===== src/rtl/clk_div_multi_if.sv =====
// Config port of clk_div_multi: one timing update per valid&ready edge; ready is combinational on cfg_ch.
// The requester holds cfg_valid and payload stable until it sees cfg_ready high at a clock edge.
interface clk_div_multi_if #(
  parameter int N_CH  = 4,
  parameter int CNT_W = 11
);
  localparam int CH_W = (N_CH > 1) ? $clog2(N_CH) : 1;

  logic             cfg_valid;
  logic             cfg_ready;
  logic [CH_W-1:0]  cfg_ch;
  logic [CNT_W-1:0] cfg_period;
  logic [CNT_W-1:0] cfg_high;

  modport master (
    output cfg_valid, cfg_ch, cfg_period, cfg_high,
    input  cfg_ready
  );

  modport slave (
    input  cfg_valid, cfg_ch, cfg_period, cfg_high,
    output cfg_ready
  );
endinterface


===== src/rtl/clk_div_multi.sv =====
// N-channel programmable divider: registered clk_out/tick, first high cycle one clock after en is sampled.
// Config backpressure per channel: cfg_ready drops while that channel holds a pending shadow config.
module clk_div_multi #(
  parameter int N_CH       = 4,
  parameter int CNT_W      = 11,
  parameter int DEF_PERIOD = 4
) (
  input  logic              clk,
  input  logic              rst_n,
  input  logic [N_CH-1:0]   en,
  clk_div_multi_if.slave    cfg,
  output logic [N_CH-1:0]   clk_out,
  output logic [N_CH-1:0]   tick,
  output logic [N_CH-1:0]   busy
);
  localparam int CH_W = (N_CH > 1) ? $clog2(N_CH) : 1;

  typedef struct packed {
    logic [CNT_W-1:0] period;
    logic [CNT_W-1:0] high;
  } timing_t;

  localparam timing_t DEF_TIMING = '{
    period: CNT_W'(DEF_PERIOD),
    high:   CNT_W'(DEF_PERIOD >> 1)
  };

  logic [N_CH-1:0] busy_v;
  logic            ch_ok;
  logic            cfg_rdy;
  logic            accept;
  timing_t         cfg_in;

  assign ch_ok  = (int'(cfg.cfg_ch) < N_CH);
  assign cfg_in = '{period: cfg.cfg_period, high: cfg.cfg_high};

  // Out-of-range channels are always ready so the request is consumed and dropped.
  always_comb begin
    cfg_rdy = 1'b1;
    if (ch_ok) begin
      cfg_rdy = ~busy_v[cfg.cfg_ch];
    end
  end

  assign cfg.cfg_ready = cfg_rdy;
  assign accept        = cfg.cfg_valid & cfg_rdy;
  assign busy          = busy_v;

  for (genvar g = 0; g < N_CH; g++) begin : g_ch
    timing_t          act_q, act_d;
    timing_t          shd_q, shd_d;
    logic [CNT_W-1:0] cnt_q, cnt_d;
    logic [CNT_W-1:0] per_e, high_e;
    logic             clk_q, clk_d;
    logic             tick_q, tick_d;
    logic             busy_q, busy_d;
    logic             hit, wrap, apply;

    assign per_e  = (act_q.period < CNT_W'(2)) ? CNT_W'(2) : act_q.period;
    assign high_e = (act_q.high < per_e) ? act_q.high : (per_e - CNT_W'(1));

    assign hit   = accept & ch_ok & (cfg.cfg_ch == CH_W'(g));
    assign wrap  = en[g] & (cnt_q == (per_e - CNT_W'(1)));
    // Pending values land only at a period boundary or when the channel stops.
    assign apply = busy_q & (wrap | ~en[g]);

    // Outputs reflect the phase held in cnt_q at the edge, so the period in
    // flight always finishes with the timing it started with.
    always_comb begin
      cnt_d  = '0;
      clk_d  = 1'b0;
      tick_d = 1'b0;
      act_d  = act_q;
      shd_d  = shd_q;
      busy_d = busy_q;
      if (en[g]) begin
        cnt_d  = wrap ? '0 : (cnt_q + CNT_W'(1));
        clk_d  = (cnt_q < high_e);
        tick_d = wrap;
      end
      if (apply) begin
        act_d  = shd_q;
        busy_d = 1'b0;
      end
      if (hit) begin
        shd_d = cfg_in;
        if (en[g]) begin
          busy_d = 1'b1;
        end else begin
          act_d = cfg_in;
        end
      end
    end

    always_ff @(posedge clk or negedge rst_n) begin
      if (!rst_n) begin
        act_q  <= DEF_TIMING;
        shd_q  <= DEF_TIMING;
        cnt_q  <= '0;
        clk_q  <= 1'b0;
        tick_q <= 1'b0;
        busy_q <= 1'b0;
      end else begin
        act_q  <= act_d;
        shd_q  <= shd_d;
        cnt_q  <= cnt_d;
        clk_q  <= clk_d;
        tick_q <= tick_d;
        busy_q <= busy_d;
      end
    end

    assign clk_out[g] = clk_q;
    assign tick[g]    = tick_q;
    assign busy_v[g]  = busy_q;
  end

endmodule


===== src/flat_wrapper.sv =====
// flat-port wrapper written by rule: the top's interface ports become plain ports
module clk_div_multi_flat 
#(
  parameter int N_CH       = 4,
  parameter int CNT_W      = 11,
  parameter int DEF_PERIOD = 4
)
  (clk, rst_n, en, clk_out, tick, busy, cfg_cfg_valid, cfg_cfg_ch, cfg_cfg_period, cfg_cfg_high, cfg_cfg_ready);
  clk_div_multi_if #(.N_CH(N_CH), .CNT_W(CNT_W)) cfg_i ();
  input  logic clk;
  input  logic rst_n;
  input  logic [N_CH-1:0] en;
  output logic [N_CH-1:0] clk_out;
  output logic [N_CH-1:0] tick;
  output logic [N_CH-1:0] busy;
  input wire logic [$bits(cfg_i.cfg_valid)-1:0] cfg_cfg_valid;
  input wire logic [$bits(cfg_i.cfg_ch)-1:0] cfg_cfg_ch;
  input wire logic [$bits(cfg_i.cfg_period)-1:0] cfg_cfg_period;
  input wire logic [$bits(cfg_i.cfg_high)-1:0] cfg_cfg_high;
  output wire logic [$bits(cfg_i.cfg_ready)-1:0] cfg_cfg_ready;
  assign cfg_i.cfg_valid = cfg_cfg_valid;
  assign cfg_i.cfg_ch = cfg_cfg_ch;
  assign cfg_i.cfg_period = cfg_cfg_period;
  assign cfg_i.cfg_high = cfg_cfg_high;
  assign cfg_cfg_ready = cfg_i.cfg_ready;
  clk_div_multi #(.N_CH(N_CH), .CNT_W(CNT_W), .DEF_PERIOD(DEF_PERIOD)) u_core (.clk(clk), .rst_n(rst_n), .en(en), .cfg(cfg_i), .clk_out(clk_out), .tick(tick), .busy(busy));
endmodule

===== config.mk =====
export PLATFORM = sky130hd
export DESIGN_NAME = clk_div_multi_flat
export DESIGN_NICKNAME = d
export VERILOG_FILES = /design/src/rtl/clk_div_multi_if.sv /design/src/rtl/clk_div_multi.sv /design/src/flat_wrapper.sv
export SDC_FILE = /design/constraint.sdc
export NUM_CORES = 1
export LEC_CHECK = 0
export BUFFER_PORTS_ARGS = -buffer_cell sky130_fd_sc_hd__buf_2
export CAP_MARGIN = 20
export CORE_MARGIN = 3
export CORE_UTILIZATION = 35
export CTS_BUF_LIST = sky130_fd_sc_hd__clkbuf_16
export DETAILED_ROUTE_END_ITERATION = 10
export PLACE_DENSITY = 0.47
export SETUP_SLACK_MARGIN = 0.4
export SYNTH_ARGS = -nofsm -noshare
export SYNTH_HDL_FRONTEND = slang
export SYNTH_SLANG_ARGS = --single-unit

===== constraint.sdc =====
create_clock -name clk -period 10.65 [get_ports clk]
set_input_delay 2.13 -clock clk [delete_from_list [all_inputs] [get_ports clk]]
set_output_delay 2.13 -clock clk [all_outputs]
set_load 0.01 [all_outputs]

==> impl_metrics.csv <==
group,metric,value,unit
logic_synthesis,syn_nets,1635,
placement,port_buffers,43,
grt,grt_pass1_wl,62800,um
job,drv_cap,0,
cts,holdBufCountCts,0,
cts,post_cts_resized,0,
placement,dpl.hpwl,26990,um
critical_path,path_max_fanout,22,
logic_synthesis,syn-cell-area,14400,um^2
sta,finalSetupViolations,0,
logic_synthesis,ys_seq_area_share,40.45,%
logic_synthesis,synth_top_area_share,37.53,%
sta,final.period_utilization,50.28,%
logic_synthesis,ys_ff_latch,232,
floorplanning,die_h,208.8,um
sta,finalSetupTns,0,ps
logic_synthesis,synth_edf_count,0,
sta,finClkSkew,16.48,ps
grt,grt_overflow,0,
floorplanning,start_util,35.83,%
grt,first_global_vias,10750,
critical_path,crit_arrival,5830,ps
grt,grt_use_total,17.80,%
cts,insertion_delay,550,ps
logic_synthesis,synthArstFlopShare,100.0,%
layout,syn_to_final_growth,10.21,%
layout,nFillCells,4003,
sta,slew_violations,0,
power_and_ir_drop,peakVddDrop,0.0001393,V
cts,cts_htree_levels,1,
power_and_ir_drop,powerDensity,213.6,nW/um^2
sta,hold_viol_final,0,
routing,routedWlPerCell,18.85,um
sta,slew_headroom,35.37,%
routing,drtAntennaViolNets,0,
layout,fin_area,15870,um^2
critical_path,start_kind,"flop",
cts,tritoncts,"built",
layout,instances_no_fill,2063,
power_and_ir_drop,total_power,3.390,mW
critical_path,path_class,"flop to flop",
floorplanning,coreArea,40190,um^2
cts,ctsLongestPathBuffers,3,
routing,vias,10910,
floorplanning,num_rows,73,
logic_synthesis,post-synth-top-area-cell,"dfrtp_1",
sta,fmax,0.1867,GHz
logic_synthesis,synth_cell_types,69,
layout,finalNetCount,1631,
routing,drt_iter0_markers,707,
cts,clock-sinks,232,
routing,post-route-drc-count,0,
power_and_ir_drop,power_leakage,7.140,nW
placement,placed_cells,2006,
layout,drive_gt1_share,15.12,%
floorplanning,die_w,208.8,um
critical_path,critPathCaptureType,"flop",
routing,viasPerCell,5.286,
status,status,"complete, no violations",
cts,cts_made_buffers,28,
sta,grt_setup_unrepaired,"false",
critical_path,crit_required,11130,ps
sta,worst_pin_slew,961.4,ps
routing,routed_wl,38890,um
sta,fin_crit,5355,ps
logic_synthesis,synth_cells,1516,
cts,post_cts_buffers,0,
grt,grt_start_max_net_pins,109,
logic_synthesis,yosys_warnings,0,
logic_synthesis,synthTopCellsByArea,"dfrtp_1 38%, ha_1 7.6%, mux2_2 7.5%",
cts,cts_root_buffer,"clkbuf_16",
cts,clk_pin_slew_worst_paths,60,ps
logic_synthesis,ys.flop_type,"dfrtp_1",
floorplanning,ioPinCount,44,
grt,antenna_found_initial,1,
worst_hold_path,hp-class,"flop to flop",
placement,placement.cell_area,15000,um^2
routing,firstDrtPassIters,5,
placement,gp_congestion,0.8918,
floorplanning,die-area,43620,um^2
logic_synthesis,synth.avg_cell_area,9.500,um^2
[power breakdown]
group / total (mW) / internal (mW) / switching [mW]
logic: 1.21 / 0.555 / 0.655
clock network: 0.886 / 0.511 / 0.374
registers: 1.29 / 1.07 / 0.220
[flip-flops by register name (all words and copies together), names as in the netlist]
name,flops
u_core.g_ch.act_q,88
u_core.g_ch.shd_q,88
u_core.g_ch.cnt_q,44
u_core.g_ch.busy_q,4
u_core.g_ch.clk_q,4
u_core.g_ch.tick_q,4
[synth_stat cells, types with 4 or more instances]
library cell and instances:
o311ai_0 4, mux2_2 96, buf_4 15, nand4_1 26
nor3_1 33, or4_1 6, nand2_1 116, nand2b_1 9
xnor3_1 5, clkbuf_1 64, nor3b_1 6, a211oi_1 4
and2_1 42, ha_1 88, nor2b_1 10, buf_1 4
or2_2 7, and3_1 13, o211ai_1 7, inv_1 59
buf_2 7, nand3_1 30, a21oi_1 153, or3_1 14
dfrtp_1 216, mux2i_1 42, dfstp_2 16, a221o_1 22
nor2_1 152, o21a_1 6, o21ai_0 43, xnor2_1 55
xor2_1 38, a21o_1 16, o41ai_2 4, a31oi_1 28
nor4_1 12
[through the flow]
stage | setup WS [ps] | util (%) | hold WS (ps)
CTS | 5285 | 39.43 | 484.8
floorplan | 5829 | - | 465.2
finish | 5295 | 39.49 | 481.9
global route | 5012 | 39.47 | 494.8
global placement | 5391 | 37.31 | 474.1
detailed placement | 5305 | 37.31 | 476.2
[placed cells by master (no fill, tap or decap), types with 15 or more instances in the layout]
| master | n |
|---|---|
| nor2_1 | 152 |
| a31oi_1 | 28 |
| xor2_1 | 38 |
| a21oi_1 | 153 |
| and2_1 | 42 |
| inv_1 | 70 |
| clkbuf_16 | 29 |
| nor3_1 | 32 |
| a21o_1 | 16 |
| ha_1 | 88 |
| buf_2 | 42 |
| buf_4 | 15 |
| xnor2_1 | 55 |
| nand2_1 | 116 |
| dfrtp_1 | 216 |
| o21ai_0 | 43 |
| a221o_1 | 22 |
| mux2i_1 | 42 |
| dfstp_2 | 16 |
| mux2_2 | 96 |
| nand3_1 | 30 |
| nand4_1 | 26 |
[path summary, 6_finish.rpt]
path                                            end  cells past startpoint  slack [ps]                     start
max                        u_core.g_ch[2].act_q[10]                     11        5290  u_core.g_ch[2].act_q[14]
min reg2reg                 u_core.g_ch[3].act_q[1]                      2         480   u_core.g_ch[3].shd_q[1]
max in group asynchronous   u_core.g_ch[3].cnt_q[5]                      2        7580                     rst_n
min                         u_core.g_ch[3].act_q[1]                      2         480   u_core.g_ch[3].shd_q[1]
min in group asynchronous   u_core.g_ch[0].act_q[2]                      1        1630                     rst_n
max reg2reg                u_core.g_ch[2].act_q[10]                     11        5290  u_core.g_ch[2].act_q[14]
[worst max-delay path, cell delays in order, from the launching register on]
cell	delay, ps
dfrtp_1	500
or4_1	580
o41ai_2	480
ha_1	430
or3b_4	460
a21oi_1	130
a21oi_1	50
or4_1	480
or4_4	510
o31ai_4	530
and2_1	830
a221o_1	300
[layout make-up]
cell class | instances | area [um^2] | share of cell area, %
Clock inverter | 23 | 125.1 | 0.7883
Tap cell | 525 | 656.9 | 4.139
Timing Repair Buffer | 59 | 352.8 | 2.223
Sequential cell | 232 | 5826 | 36.70
Clock buffer | 29 | 725.7 | 4.572
Inverter | 59 | 221.5 | 1.395
Multi-Input combinational cell | 1132 | 7954 | 50.11
Antenna cell | 4 | 10.01 | 0.06307
[metal layers]
metal  track usage, %  up-vias  wire (um)
met4            4.226        0        916
li1                 -     5379          -
met3            2.807       56       1631
met1            26.35     5291      19090
met2            27.34      180      17250
met5                0        -          0
[logic make-up after synthesis]
group                    Yosys count  synth area share, %
multiplexers                     139                10.58
flip-flops                       232                40.45
adder cells (fa/ha/maj)           88                7.646
XOR/XNOR                          98                6.438
buffers and inverters            152                4.570
AND/OR/NAND/NOR                  487                16.32
AO/OA/AOI/OAI                    320                14.00
Power figures use the tool's default switching activity.
